## config.mk

```make
export PLATFORM = sky130hd
export DESIGN_NAME = block_packer
export DESIGN_NICKNAME = d
export VERILOG_FILES = /design/src/rtl/block_pkg.sv /design/src/rtl/block_insert.sv /design/src/rtl/block_packer.sv
export SDC_FILE = /design/constraint.sdc
export NUM_CORES = 1
export LEC_CHECK = 0
export CORE_UTILIZATION = 25
export DETAILED_ROUTE_END_ITERATION = 10
export HOLD_SLACK_MARGIN = 0.1
export PLACE_DENSITY_LB_ADDON = 0.2
export SETUP_SLACK_MARGIN = 0.1
export SLEW_MARGIN = 20
export SYNTH_ARGS = -nofsm -noshare
export SYNTH_HDL_FRONTEND = slang
export SYNTH_SLANG_ARGS = --single-unit
```

## constraint.sdc

```tcl
create_clock -name clk -period 3.2 [get_ports clk]
set_input_delay 0.48 -clock clk [delete_from_list [all_inputs] [get_ports clk]]
set_output_delay 0.48 -clock clk [all_outputs]
set_load 0.03 [all_outputs]
```

## src/rtl/block_pkg.sv

```systemverilog
// Shared types and helpers for the block packer datapath.
package block_pkg;

    localparam int NUM_W = 32;

    typedef enum logic {
        FILL  = 1'b0,
        FLUSH = 1'b1
    } state_t;

    // Clamp a block count to the number of block slots actually present.
    function automatic logic [NUM_W-1:0] min_clamp(
        input logic [NUM_W-1:0] num,
        input logic [NUM_W-1:0] max
    );
        return (num < max) ? num : max;
    endfunction

endpackage

```

## src/rtl/block_insert.sv

```systemverilog
// Combinational placement of up to IN_BLOCKS input blocks into the packing
// buffer, starting at block offset `off`. Positions outside off..off+n-1
// pass through unchanged.
module block_insert #(
    parameter  int BLOCK_SIZE = 64,
    parameter  int IN_BLOCKS  = 2,
    parameter  int CAP        = 5,
    localparam int CNT_W      = $clog2(CAP + 1)
) (
    input  logic [CAP*BLOCK_SIZE-1:0]       buf_in,
    input  logic [IN_BLOCKS*BLOCK_SIZE-1:0] in_data,
    input  logic [CNT_W-1:0]                n,
    input  logic [CNT_W-1:0]                off,
    output logic [CAP*BLOCK_SIZE-1:0]       buf_out
);

    genvar gi;
    generate
        for (gi = 0; gi < CAP; gi++) begin : g_pos
            logic [BLOCK_SIZE-1:0] blk;

            // Each buffer slot selects the input block that lands on it, if any.
            always_comb begin
                blk = buf_in[gi*BLOCK_SIZE +: BLOCK_SIZE];
                for (int j = 0; j < IN_BLOCKS; j++) begin
                    if ((j < int'(n)) && ((int'(off) + j) == gi)) begin
                        blk = in_data[j*BLOCK_SIZE +: BLOCK_SIZE];
                    end
                end
            end

            assign buf_out[gi*BLOCK_SIZE +: BLOCK_SIZE] = blk;
        end
    endgenerate

endmodule

```

## src/rtl/block_packer.sv

```systemverilog
// Packs variable-count block bundles into dense OUT_BLOCKS-wide words.
// A `last` bundle forces the remaining partial (or empty) word out, tagged
// final. Accepting and emitting are mutually exclusive, so in_ready depends
// only on registered state.
module block_packer
    import block_pkg::*;
#(
    parameter int BLOCK_SIZE = 64,
    parameter int IN_BLOCKS  = 2,
    parameter int OUT_BLOCKS = 4
) (
    input  logic                             clk,
    input  logic                             rst_n,
    input  logic [IN_BLOCKS*BLOCK_SIZE-1:0]  in_data,
    input  logic                             in_valid,
    input  logic [NUM_W-1:0]                 in_num,
    input  logic                             in_last,
    output logic                             in_ready,
    output logic [OUT_BLOCKS*BLOCK_SIZE-1:0] out_data,
    output logic                             out_valid,
    output logic [NUM_W-1:0]                 out_num,
    output logic                             out_last,
    input  logic                             out_ready
);

    localparam int CAP   = OUT_BLOCKS + IN_BLOCKS - 1;
    localparam int CNT_W = $clog2(CAP + 1);
    localparam int BUF_W = CAP * BLOCK_SIZE;
    localparam int OUT_W = OUT_BLOCKS * BLOCK_SIZE;
    localparam logic [CNT_W-1:0] OUT_CNT = CNT_W'(OUT_BLOCKS);

    state_t            state_q, state_d;
    logic [CNT_W-1:0]  cnt_q, cnt_d;
    logic [BUF_W-1:0]  buf_q, buf_d;
    logic [OUT_W-1:0]  out_data_q, out_data_d;
    logic              out_valid_q, out_valid_d;
    logic [NUM_W-1:0]  out_num_q, out_num_d;
    logic              out_last_q, out_last_d;

    logic [CNT_W-1:0]  n_eff;
    logic [BUF_W-1:0]  buf_ins;
    logic [OUT_W-1:0]  part_data;
    logic              accept;
    logic              can_load;
    logic              emit_full;
    logic              emit_flush;

    assign n_eff = CNT_W'(min_clamp(in_num, NUM_W'(IN_BLOCKS)));

    block_insert #(
        .BLOCK_SIZE (BLOCK_SIZE),
        .IN_BLOCKS  (IN_BLOCKS),
        .CAP        (CAP)
    ) u_insert (
        .buf_in  (buf_q),
        .in_data (in_data),
        .n       (n_eff),
        .off     (cnt_q),
        .buf_out (buf_ins)
    );

    // Output comb: ready only while filling with room for a whole bundle.
    always_comb begin
        in_ready = rst_n && (state_q == FILL) && (cnt_q < OUT_CNT);
    end

    // Partial word: keep the first cnt blocks, zero the rest.
    always_comb begin
        part_data = buf_q[OUT_W-1:0];
        for (int b = 0; b < OUT_BLOCKS; b++) begin
            if (b >= int'(cnt_q)) begin
                part_data[b*BLOCK_SIZE +: BLOCK_SIZE] = '0;
            end
        end
    end

    // Next-state comb: either take a bundle into the buffer or move a word out.
    always_comb begin
        state_d     = state_q;
        cnt_d       = cnt_q;
        buf_d       = buf_q;
        out_data_d  = out_data_q;
        out_valid_d = out_valid_q;
        out_num_d   = out_num_q;
        out_last_d  = out_last_q;

        accept     = in_valid && in_ready;
        can_load   = !out_valid_q || out_ready;
        emit_full  = (cnt_q >= OUT_CNT);
        emit_flush = (state_q == FLUSH) && !emit_full;

        if (accept) begin
            buf_d = buf_ins;
            cnt_d = cnt_q + n_eff;
            if (in_last) begin
                state_d = FLUSH;
            end
        end

        if (can_load && emit_full) begin
            out_data_d  = buf_q[OUT_W-1:0];
            out_num_d   = NUM_W'(OUT_BLOCKS);
            out_last_d  = (state_q == FLUSH) && (cnt_q == OUT_CNT);
            out_valid_d = 1'b1;
            buf_d       = buf_q >> OUT_W;
            cnt_d       = cnt_q - OUT_CNT;
            // An exact final word already carries last; no trailing empty word.
            if ((state_q == FLUSH) && (cnt_q == OUT_CNT)) begin
                state_d = FILL;
            end
        end else if (can_load && emit_flush) begin
            // Covers both partial (cnt>0) and empty (cnt==0) final words.
            out_data_d  = part_data;
            out_num_d   = NUM_W'(cnt_q);
            out_last_d  = 1'b1;
            out_valid_d = 1'b1;
            buf_d       = '0;
            cnt_d       = '0;
            state_d     = FILL;
        end else if (out_ready) begin
            out_valid_d = 1'b0;
        end
    end

    // State register with synchronous active-low reset.
    always_ff @(posedge clk) begin
        if (!rst_n) begin
            state_q     <= FILL;
            cnt_q       <= '0;
            buf_q       <= '0;
            out_data_q  <= '0;
            out_valid_q <= 1'b0;
            out_num_q   <= '0;
            out_last_q  <= 1'b0;
        end else begin
            state_q     <= state_d;
            cnt_q       <= cnt_d;
            buf_q       <= buf_d;
            out_data_q  <= out_data_d;
            out_valid_q <= out_valid_d;
            out_num_q   <= out_num_d;
            out_last_q  <= out_last_d;
        end
    end

    assign out_data  = out_data_q;
    assign out_valid = out_valid_q;
    assign out_num   = out_num_q;
    assign out_last  = out_last_q;

endmodule

```

Word-level counts from Yosys, hierarchy flattened
Cells that the tools add are included.
W data, S select, Z words.
{ "word_totals": {"ff_bits": 585, "wordCells": 107} }
{ "op_classes": {"addsub": 3, "magnitude_cmp": 9, "eq_ne": 9, "muxes": 35, "bitwise_logic": 2, "reduce_logical": 37} }
{ "ops": {"columns": ["cell", "n"], "rows": [
  ["$mux W64", 17],
  ["$mux W256", 2],
  ["$eq A32 B3 Y1 const B", 2],
  ["$logic_not A32 Y1", 2],
  ["$eq A32 B2 Y1 const B", 1],
  ["$eq A32 B4 Y1 const B", 1],
  ["$lt A32 B2 Y1 const B", 1],
  ["$mux W3", 6],
  ["$logic_and A1 B1 Y1", 17],
  ["$eq A3 B3 Y1 const B", 4],
  ["$mux W1", 10],
  ["$reduce_and A2 Y1", 5],
  ["$reduce_bool A2 Y1", 5],
  ["$ge A1 B3 Y1 const A", 2],
  ["$ge A2 B3 Y1 const A", 2],
  ["$lt A1 B3 Y1 const A", 2],
  ["$reduce_bool A3 Y1", 2],
  ["$add A3 B1 Y4 const B", 1],
  ["$reduce_bool A4 Y1", 1],
  ["$add A3 B3 Y3", 1],
  ["$eq A3 B2 Y1 const B", 1],
  ["$ge A3 B3 Y1 const B", 1],
  ["$lt A3 B3 Y1 const B", 1],
  ["$reduce_or A3 Y1", 1],
  ["5 further kinds", 7]
]} }

Depth between registers and ports, before layout
{ "logic_depth": {"depth_word": 9, "ltp_mapped": 10, "depth_no_buf": 9} }

By module
A second synthesis with hierarchy kept.
{ "unflattened": {"cells_unflattened": 3449, "area_unflattened_um2": 28768.8} }
{ "modules_own_cells": {"columns": ["module", "n_inst", "cells_each", "area_per_inst_um2", "seq_area_each_um2"], "rows": [
  ["block_packer", 1, 2069, 19829.0, 11711.2],
  ["block_insert", 1, 1380, 8939.8, 0.0]
]} }

Least setup slack after synthesis
Ideal clock, no wire load.
{ "synth_timing": {"path_type": "input to register", "from": "in rst_n", "to": "reg buf_q[245]", "setup_ns": 0.119, "arrival_ns": 2.464, "t_required_ns": 3.081, "slack_ns": 0.617, "path_stages": 7, "n_path_buf": 2, "cell_sequence": "nor3b_1 > and2_1 > buf_2 > o31a_1 > nand3_2 > clkbuf_1 > o221a_2"} }
{ "synth_between": {"elab_chain_cells": 4} }
{ "synth_lines": {"columns": ["item", "line", "source"], "rows": [
  ["from (decl)", "block_packer.sv:13", "input logic rst_n,"],
  ["$logic_and A1 B1 Y1 (2 in series)", "block_packer.sv:64", "in_ready = rst_n && (state_q == FILL) && (cnt_q < OUT_CNT);"],
  ["$logic_and A1 B1 Y1", "block_packer.sv:87", "accept = in_valid && in_ready;"],
  ["$reduce_and A2 Y1 (no line)", null, null],
  ["to (signal assigned)", "block_packer.sv:138", "buf_q <= buf_d;"],
  ["to (decl)", "block_packer.sv:34", "logic [BUF_W-1:0] buf_q, buf_d;"]
]} }
Parallel ways exist; a longest one is shown, timed or not.
A chain may end at the register's enable or synchronous reset.

Worst setup path after layout
{ "layout_timing": {"from": "reg cnt_q[2]", "to": "reg buf_q[32]"} }
{ "layout_between": {"elab_chain_cells": 7} }
{ "layout_lines": {"columns": ["item", "line", "source"], "rows": [
  ["from (decl)", "block_packer.sv:33", "logic [CNT_W-1:0] cnt_q, cnt_d;"],
  ["from (signal assigned)", "block_packer.sv:137", "cnt_q <= cnt_d;"],
  ["$add A3 B1 Y4", "block_insert.sv:26", "if ((j < int'(n)) && ((int'(off) + j) == gi)) begin"],
  ["$logic_not A32 Y1", "block_insert.sv:26", null],
  ["$logic_and A1 B1 Y1", "block_insert.sv:26", null],
  ["$mux W64", "block_insert.sv:26", null],
  ["$mux W64", "block_packer.sv:92", "if (accept) begin"],
  ["$mux W64", "block_packer.sv:111", "end else if (can_load && emit_flush) begin"],
  ["$mux W64", "block_packer.sv:100", "if (can_load && emit_full) begin"]
]} }
Parallel ways exist; a longest one is shown, timed or not. The select of a mux whose other input is x is not followed.

==> PnR_summary.wiki <==
{| class="wikitable"
! Metric !! Value
|-
| Maximum number of pins on one net before global-route repair || 88
|-
| Number of global-route vias before repair || 19,680
|-
| FF-to-FF path depth || 6
|-
| CTS H-Tree Depth || 3
|-
| Area used by multi-input combinational logic || about 10,000 um^2
|-
| Number of primary I/O pins || ~460
|-
| Core Footprint || 91,940 um^2
|-
| Most used flip-flop cell after synthesis || sky130_fd_sc_hd__dfxtp_1
|-
| Power per unit of standard cell area || 572.2 nW/um^2
|-
| Worst IR drop on VDD || 328.9 uV
|-
| Path class of the lowest-slack min-delay path || register to register
|-
| Clock sink count || 585
|-
| Area enclosed by the die boundary || 94,280 um^2
|-
| Final-layout setup total negative slack || 0 ns
|-
| Mean instance size in the synthesized netlist || roughly 10 um^2
|-
| DP Area || 28,940 um^2
|-
| Vias after detailed routing || between 15,000 and 20,000
|-
| Count of antenna-violating nets left after detailed routing || 0
|-
| Area used by sequential logic in the layout || 11,710 um^2
|-
| Critical path launch point || cnt_q[2]
|-
| Filler instances || 9,351
|-
| Buffers added on ports || 426
|-
| Count of flip-flops with a built-in enable after synthesis || 0
|-
| Biggest fanout along the worst timing path || between 60 and 70
|-
| Starting Density || 25.30%
|-
| Setup repair bufs after CTS || 0
|-
| Placer's final routability congestion estimate || 0.7965
|-
| Remaining Overflow, GRT || 0
|-
| Setup repair after global routing missed its margin || false
|-
| Worst flop-to-flop path startpoint || cnt_q[2]
|-
| Synthesis-to-layout area growth || 34.86%
|-
| Drt first pass iters || 5
|-
| Capturing element type of the critical path || register
|-
| Slew Limit Fails || 0
|-
| Via density || 4.878
|-
| Worst Path Arrival || roughly 3.3 ns
|-
| CTS tree || yes
|-
| Instance count after placement with tap cells included || between 3,000 and 4,000
|-
| Hold buffer count at CTS || 0
|-
| Synth warn || 0
|-
| Final Routed Wirelength || approximately 85,000 um
|-
| Cell Area, Synth || roughly 23,000 um^2
|-
| Final hold vios || 0
|-
| Overall die width || 307.0 um
|-
| Post-Layout Cell Count || between 3,000 and 4,000
|-
| Synthesized flop and latch total || between 500 and 600
|-
| Post-route clock skew || 0.01888 ns
|-
| Async set-reset flop share out of synthesis || 0%
|-
| Skew-Pair Late Insertion Delay || roughly 0.6 ns
|-
| Num rows || 111
|-
| Max-cap viol count || 0
|-
| Fraction of layout instances using a drive strength above 1 || approximately an eighth
|-
| Period utilization || 90.67%
|-
| Fraction of post-synthesis cell area in the top cell type by area || 50.34%
|-
| Outcome || finished, final reports clean
|-
| Detailed placement HPWL || 57,060 um
|-
| Post-Layout Inst Area || approximately 31,000 um^2
|-
| TritonCTS Buffers || 72
|-
| Global-route wire length before repair || 127,600 um
|-
| Number of gates resized after CTS || 0
|-
| Number of design-rule violations left by the first detailed-router iteration || between 1,000 and 1,500
|-
| Cell types occupying the most area after synthesis || sky130_fd_sc_hd__dfxtp_1, sky130_fd_sc_hd__a22o_1, sky130_fd_sc_hd__nand2_1, sky130_fd_sc_hd__o31ai_1, sky130_fd_sc_hd__a21oi_1
|-
| Leakage power || around 11 nW
|-
| Synth unique cells || 56
|-
| Clock transition at the registers of the reported paths || 0.06 ns
|-
| Worst rel slew slack || 28.89%
|-
| Cells after Synth || about 2,400
|-
| Kind of critical path || register to register
|-
| Setup slack of the worst register-to-register path || about 0.3 ns
|-
| Count of inserted antenna diode cells || 0
|-
| Reg-to-reg critical path endpoint || buf_q[32]
|-
| Root Driver || sky130_fd_sc_hd__clkbuf_16
|-
| Transition time of the tightest slew-check pin || 1.067 ns
|-
| Minimum clock period || 2.901 ns
|-
| Setup-violating endpoint count in the final report || 0
|-
| Post-route DRC || 0
|-
| Cell taking the most area after synthesis || sky130_fd_sc_hd__dfxtp_1
|-
| Achievable Freq || roughly 340 MHz
|-
| Largest buffer count on any clock path || 3
|-
| Detail-routed net length per standard cell || 21.22 um
|-
| Seq/Total Area, Yosys || 50.34%
|-
| Startpoint Class || register
|-
| Endpoint required time on the critical path || 3.62 ns
|-
| Fin nets || 2,859
|-
| Global-route total usage across every layer || 17.47%
|-
| Worst setup path endpoint || buf_q[32]
|-
| Number of antenna violations at the first check in global routing || 0
|-
| Leading cell types in the layout, fill and taps excluded || sky130_fd_sc_hd__dfxtp_1, sky130_fd_sc_hd__clkdlybuf4s50_1, sky130_fd_sc_hd__nand2_1, sky130_fd_sc_hd__a22o_1, sky130_fd_sc_hd__a21oi_1
|-
| Die span in y || just over 300 um
|-
| Most common library cell in the layout ignoring fill and taps || sky130_fd_sc_hd__dfxtp_1
|}
## sequential cells by signal (all words and copies together) (netlist names)
| name | flops |
|---|---|
| buf_q | 320 |
| out_data | 256 |
| cnt_q | 3 |
| out_num | 3 |
| out_last | 1 |
| out_valid | 1 |
| state_q | 1 |
## metal layers
layer	part of all wire [%]	GRT usage, %
met1	45	22.38
met2	47	29.36
met3	5.6	3.611
met4	2.3	5.241
met5	0	0
## worst min-delay path by stage
stage	to	depth (start not counted)	slack (ns)	from
6_report	buf_q[306]	2	0.45	buf_q[306]
5_1_grt	buf_q[302]	2	0.47	buf_q[302]
3_3_place_gp	out_data[53]	2	0.44	buf_q[53]
4_1_cts	state_q	4	0.43	rst_n
3_5_place_dp	buf_q[303]	2	0.45	buf_q[303]
2_1_floorplan	buf_q[137]	2	0.43	buf_q[137]
## report_power, final
| part | internal, W | switching (W) |
|---|---|---|
| clock | 0.00499 | 0.00331 |
| sequential | 0.00756 | 0.000166 |
| combinational | 0.000748 | 0.00117 |
| total | 0.0133 | 0.00465 |
## area by class of cell
cell class	count	share of cell area, %
clock buffers	103	6.660
clock inverters	28	1.105
well taps	1243	4.957
repair buffers	491	16.14
flip-flops and latches	585	37.33
multi-input cells	1473	33.00
inverters	68	0.8136
## Yosys cell counts (2+ instances only)
master / n
sky130_fd_sc_hd__a211oi_1: 4
sky130_fd_sc_hd__a211oi_2: 60
sky130_fd_sc_hd__a21boi_0: 3
sky130_fd_sc_hd__a21oi_1: 169
sky130_fd_sc_hd__a21oi_2: 3
sky130_fd_sc_hd__a22o_1: 222
sky130_fd_sc_hd__a31oi_1: 64
sky130_fd_sc_hd__and2_1: 6
sky130_fd_sc_hd__and3_1: 3
sky130_fd_sc_hd__and4_1: 2
sky130_fd_sc_hd__buf_1: 8
sky130_fd_sc_hd__buf_2: 53
sky130_fd_sc_hd__buf_4: 42
sky130_fd_sc_hd__buf_6: 6
sky130_fd_sc_hd__clkbuf_1: 147
sky130_fd_sc_hd__dfxtp_1: 585
sky130_fd_sc_hd__ha_1: 2
sky130_fd_sc_hd__inv_1: 67
sky130_fd_sc_hd__mux2_1: 24
sky130_fd_sc_hd__mux2_2: 40
sky130_fd_sc_hd__mux2i_1: 64
sky130_fd_sc_hd__nand2_1: 365
sky130_fd_sc_hd__nand4_4: 2
sky130_fd_sc_hd__nor2_1: 42
sky130_fd_sc_hd__nor2b_1: 6
sky130_fd_sc_hd__nor3_1: 2
sky130_fd_sc_hd__nor3b_1: 3
sky130_fd_sc_hd__nor4_2: 3
sky130_fd_sc_hd__nor4_4: 4
sky130_fd_sc_hd__o211ai_2: 2
sky130_fd_sc_hd__o21a_1: 65
sky130_fd_sc_hd__o21ai_0: 6
sky130_fd_sc_hd__o221a_1: 22
sky130_fd_sc_hd__o221a_2: 42
sky130_fd_sc_hd__o22ai_1: 65
sky130_fd_sc_hd__o31ai_1: 129
sky130_fd_sc_hd__or2_1: 2
sky130_fd_sc_hd__or2_2: 2
## worst max-delay path, stage by stage, from the launching register on
cell and delay [ns]:
sky130_fd_sc_hd__dfxtp_1 0.59, sky130_fd_sc_hd__inv_2 0.07, sky130_fd_sc_hd__ha_1 0.41, sky130_fd_sc_hd__nand4_1 0.25
sky130_fd_sc_hd__a221oi_4 0.36, sky130_fd_sc_hd__or2_4 0.77, sky130_fd_sc_hd__a31oi_1 0.21
## metrics by stage
| stage | worst slack, ns | hold WS [ns] | total power [W] | utilization (%) |
|---|---|---|---|---|
| floorplan | 0.6169 | 0.4336 | 0.008944 | - |
| global placement | 0.2587 | 0.4413 | 0.009781 | 31.47 |
| detailed placement | 0.1318 | 0.4476 | 0.009810 | 31.47 |
| CTS | 0.3076 | 0.4311 | 0.01822 | 34.12 |
| global route | 0.1040 | 0.4701 | 0.01869 | 34.12 |
| finish | 0.2986 | 0.4529 | 0.01795 | 34.12 |
## logic make-up after synthesis
group | Yosys count | share of synthesized area (%)
AND/OR/NAND/NOR | 447 | 8.175
multiplexers | 128 | 5.852
flip-flops | 585 | 50.34
buffers and inverters | 324 | 6.384
adder cells (fa/ha/maj) | 3 | 0.1936
other | 1 | 0.01612
AO/OA/AOI/OAI | 866 | 29.04
(Power assumes the default switching activity.)
